==> config.mk <==
export PLATFORM = sky130hd
export DESIGN_NAME = cnt_service_arbiter
export DESIGN_NICKNAME = d
export VERILOG_FILES = /design/src/rtl/cnt_service_arbiter.sv
export SDC_FILE = /design/constraint.sdc
export NUM_CORES = 1
export LEC_CHECK = 0
export ABC_AREA = 1
export CORE_AREA = 4 4 138 140
export DETAILED_ROUTE_END_ITERATION = 10
export DIE_AREA = 0 0 142 144
export HOLD_SLACK_MARGIN = 0.05
export PLACE_DENSITY = 0.77
export SLEW_MARGIN = 20
export SYNTH_ARGS = -nofsm -noshare
export SYNTH_HDL_FRONTEND = slang
export SYNTH_SLANG_ARGS = --single-unit
==> constraint.sdc <==
create_clock -name Clk -period 3.6 [get_ports Clk]
set_input_delay 0.72 -clock Clk [delete_from_list [all_inputs] [get_ports Clk]]
set_output_delay 0.72 -clock Clk [all_outputs]
set_load 0.005 [all_outputs]
==> src/rtl/cnt_service_arbiter.sv <==
// Two event channels sharing one incrementer. Events queue in per-channel pending
// counters and a round-robin arbiter services at most one channel per cycle.
module cnt_service_arbiter #(
    parameter int unsigned WIDTH  = 64,
    parameter int unsigned PEND_W = 4,
    parameter int unsigned PRESC1 = 5
) (
    input  logic              Clk,
    input  logic              Reset,
    input  logic              En,
    input  logic              Req0,
    input  logic              Req1,
    input  logic              Clr0,
    input  logic              Clr1,
    output logic [WIDTH-1:0]  Count0,
    output logic [WIDTH-1:0]  Count1,
    output logic [PEND_W-1:0] Pend0,
    output logic [PEND_W-1:0] Pend1,
    output logic [1:0]        Grant,
    output logic              Drop0,
    output logic              Drop1,
    output logic              Idle
);

    localparam int unsigned       PSC_W    = (PRESC1 > 1) ? $clog2(PRESC1) : 1;
    localparam logic [PEND_W-1:0] PEND_MAX = '1;
    localparam logic [PSC_W-1:0]  PSC_LAST = PSC_W'(PRESC1 - 1);

    logic [PSC_W-1:0] psc;
    logic             last;
    logic             elig0, elig1;
    logic             sel0, sel1;
    logic             acc0, acc1;
    logic [WIDTH-1:0] inc_sum;

    // Eligibility uses only the pending state before the edge; a cleared channel sits out.
    assign elig0 = En && !Clr0 && (Pend0 != '0);
    assign elig1 = En && !Clr1 && (Pend1 != '0);
    assign sel0  = elig0 && (!elig1 || last);
    assign sel1  = elig1 && (!elig0 || !last);
    assign acc0  = En && !Clr0 && Req0;
    assign acc1  = En && !Clr1 && Req1;

    // The single shared adder: its operand is whichever count the grant targets.
    assign inc_sum = (sel0 ? Count0 : Count1) + WIDTH'(1);

    assign Idle = (Pend0 == '0) && (Pend1 == '0);

    always_ff @(posedge Clk) begin
        if (Reset) begin
            Count0 <= '0;
            Count1 <= '0;
            Pend0  <= '0;
            Pend1  <= '0;
            psc    <= '0;
            last   <= 1'b1;
            Grant  <= 2'b00;
            Drop0  <= 1'b0;
            Drop1  <= 1'b0;
        end else begin
            Grant <= {sel1, sel0};
            Drop0 <= acc0 && !sel0 && (Pend0 == PEND_MAX);
            Drop1 <= acc1 && !sel1 && (Pend1 == PEND_MAX);

            if (sel0) begin
                last <= 1'b0;
            end else if (sel1) begin
                last <= 1'b1;
            end

            if (Clr0) begin
                Count0 <= '0;
                Pend0  <= '0;
            end else begin
                if (sel0) begin
                    Count0 <= inc_sum;
                end
                if (acc0 && !sel0 && (Pend0 != PEND_MAX)) begin
                    Pend0 <= Pend0 + PEND_W'(1);
                end else if (!acc0 && sel0) begin
                    Pend0 <= Pend0 - PEND_W'(1);
                end
            end

            // Channel 1 only reaches the adder when the prescaler rolls over.
            if (Clr1) begin
                Count1 <= '0;
                Pend1  <= '0;
                psc    <= '0;
            end else begin
                if (sel1) begin
                    if (psc == PSC_LAST) begin
                        psc    <= '0;
                        Count1 <= inc_sum;
                    end else begin
                        psc <= psc + PSC_W'(1);
                    end
                end
                if (acc1 && !sel1 && (Pend1 != PEND_MAX)) begin
                    Pend1 <= Pend1 + PEND_W'(1);
                end else if (!acc1 && sel1) begin
                    Pend1 <= Pend1 - PEND_W'(1);
                end
            end
        end
    end

endmodule

==> results.cfg <==
[run_status]
outcome = finished, final reports clean

[power]
power.share.clock = 0.488
p_leak_nw = 4.61
p_int_w = 0.00277
pwr_density_cell_mw_per_mm2 = 309
swShare = 0.242
ir_drop_uv = 332
p_seq_frac = 0.440
combPwrFrac = 0.072
power.switching_w = 0.000884
finalPower_w = 0.00365

[floorplanning]
rows = 49
dieArea_mm2 = 0.0204
die_h_um = 144
io_pins = 148
chipWidth_um = 142
start_util = 0.509
core-area_mm2 = 0.0178

[synth]
async_reset_ff_frac = 0
synth_edf_count = 0
syn_inst = 1497
netlist_area_mm2 = 0.00909
yosysSeqAreaShare = 0.317
ys_ff_latch = 144
yosysTopAreaCellShare = 0.317
yosys_warnings = 0
synth_nets = 1513
synthTopCellsByArea = dfxtp_1 32%, nand2_1 21%, nand3_1 8.4%
syn_area_per_cell_um2 = 6.07
synthFlopType = dfxtp_1
yosysUniqueCellTypes = 40
yosysTopAreaCell = dfxtp_1

[cells_and_area]
nFillCells = 1647
diodes = 0
most-common-layout-cells = 519 x nand2_1, 171 x nor2_1, 153 x nand3_1
drive_above_1_share = 0.0922
area_growth_syn_to_layout_pct = 30.1
nets = 1697
mostFrequentLayoutCell = nand2_1

[global_routing]
grt-ovfl-total = 0
grt_max_degree = 59
antenna_found_initial = 0
grt_pass1_wl_um = 49200
grt_usage = 0.302
grt_pass1_vias = 9463

[timing]
hold_viol_final = 0
tns_ns = 0
fmax_mhz = 314
slew_viol_final = 0
slew_headroom = 0.678
worst_pin_slew_ns = 0.483
clock_skew_ns = 0.00747
period_minus_slack_ns = 3.19
finalCritPeriodShare = 0.886
rsz0062_at_grt = no
setup_viol = 0

[min_path]
hold_path.class = flop to flop
whs_path_depth = 1
min-delay-start = psc[2]$_SDFFE_PP0P_
whs_endpoint = psc[2]$_SDFFE_PP0P_

[placement]
port_buffers = 147
place_congestion = 0.976
dp_hpwl_um = 23300

[routing]
ant_nets = 0
wl_um = 31300
drtIter0Drc = 990
routed_via_density = 5.33
vias = 10200
drtPass1Iterations = 7
routedWlPerCell_um = 16.3
drcViolationCount = 0

[clocking]
cts_max_level = 4
clk_pin_slew_worst_paths_ns = 0.06
post-cts-setup-buffers = 0
cts_resized = 0
cts_tree = yes
cts_buffer_depth = 2
clock_latency_ns = 0.43
cts_made_buffers = 17
clkSinkCount = 144
postCtsHoldBufs = 0
root_buffer = clkbuf_16

[setup_path]
crit_arrival_ns = 3.55
critPathMaxStageDelay_ns = 0.47
path_common_cell = nand2_1
crit_fanout = 15
required_ns = 3.96
crit_type = primary input to flop
r2r_slack_ns = 0.69
path_cells = clkdlybuf4s50_1, nand2_1, a21oi_4, nand2_4, nand2_1, nand2_1, inv_2, ha_1, nand3_2, nor2_2, nand3_2, nor2_2, buf_4, xor2_1, nand2_1, a21oi_1
r2r-start = Pend0[0]$_SDFFE_PP0P_
r2r_cells = 15
crit_path_end_kind = flop
slowest_stage = clkdlybuf4s50_1
start_kind = primary input
worst_r2r_endpoint = Count0[22]$_SDFFE_PP0P_

[run]
max_cap_viol_count = 0
worst max-delay path: cells and delay by family:
family | cells | cell delay (ns)
and+or+nand+nor | 9 | 1.32
buffers and inverters | 3 | 0.75
xor gates and xnor gates | 1 | 0.21
AOI/OAI and AO/OA | 2 | 0.33
adders and majority gates | 1 | 0.21
state kept, by name, summed over array words and instances (netlist names):
| name | flops |
|---|---|
| Count0 | 64 |
| Count1 | 64 |
| Pend0 | 4 |
| Pend1 | 4 |
| psc | 3 |
| Grant | 2 |
| Drop0 | 1 |
| Drop1 | 1 |
| last | 1 |
metal layers:
| metal | GRT usage | routed length, um |
|---|---|---|
| met3 | 0.0489 | 2700 |
| met2 | 0.480 | 13800 |
| met4 | 0.0879 | 549 |
| met1 | 0.426 | 14200 |
| met5 | 0 | 0 |
metrics by stage:
stage	hold slack, ns	area (um^2)	utilization	std cells	setup slack [ns]
4_1_cts	0.461	11800	0.663	1921	0.440
5_1_grt	0.481	11800	0.663	1921	0.179
2_1_floorplan	0.423	9090	-	1497	0.892
3_3_place_gp	0.438	11200	0.630	1891	0.0247
6_report	0.461	11800	0.663	1921	0.411
3_5_place_dp	0.449	11200	0.630	1891	0.00968
power by group through the flow:
stage               registers [W]  logic, W  clock network [W]
finish                    0.00161  0.000263            0.00178
global route              0.00161  0.000289            0.00186
CTS                       0.00161  0.000260            0.00179
detailed placement        0.00164  0.000259                  0
global placement          0.00164  0.000254                  0
floorplan                 0.00164  0.000175                  0
synthesized netlist by cell type, types with 2 or more instances:
master / n
nand2_2: 5
nor2_1: 172
nor2_4: 5
buf_1: 7
o21ai_1: 8
a21oi_1: 73
clkbuf_1: 23
buf_2: 19
nand3_2: 4
xnor2_1: 3
o22ai_1: 6
clkinv_1: 2
nand2_1: 519
nand3_1: 153
dfxtp_1: 144
inv_1: 137
xor2_1: 26
or2_2: 3
ha_1: 7
o21ai_0: 75
nand4_1: 3
a31oi_1: 2
buf_4: 5
or2_1: 2
nor2_2: 25
nor3_1: 3
inv_2: 3
nand3b_1: 42
and2_1: 2
fa_1: 2
buf_6: 8
final cells by class:
cell class                 instances  area (um^2)  area share
clock buffer                      20          437      0.0369
clock inverter                    10          140      0.0119
inverter                         142          533      0.0451
multi-input combinational       1149         5350       0.452
sequential                       144         2880       0.244
tap                              229          287      0.0242
timing repair buffer             227         2200       0.186
worst max-delay path by stage:
stage | end | start | slack [ns] | cells past startpoint
floorplan | Pend0[3]$_SDFFE_PP0P_ | En | 0.89 | 15
global placement | Count0[54]$_SDFFE_PP0P_ | En | 0.02 | 17
detailed placement | Count0[22]$_SDFFE_PP0P_ | En | 0.01 | 16
CTS | Count0[22]$_SDFFE_PP0P_ | En | 0.44 | 16
global route | Count1[54]$_SDFFE_PP0P_ | En | 0.18 | 16
finish | Count0[22]$_SDFFE_PP0P_ | En | 0.41 | 16
cells by family (layout without fill, tap and decap cells):
kind of cell	count (synthesis)	in the layout	share of synthesized area
buffers and inverters	204	399	0.0955
XOR/XNOR	29	29	0.0279
AND/OR/NAND/NOR	942	942	0.449
adder cells (fa/ha/maj)	9	9	0.0140
AO/OA/AOI/OAI	169	169	0.0966
flip-flops	144	144	0.317
Note: power is estimated with default switching activity, not from simulation.
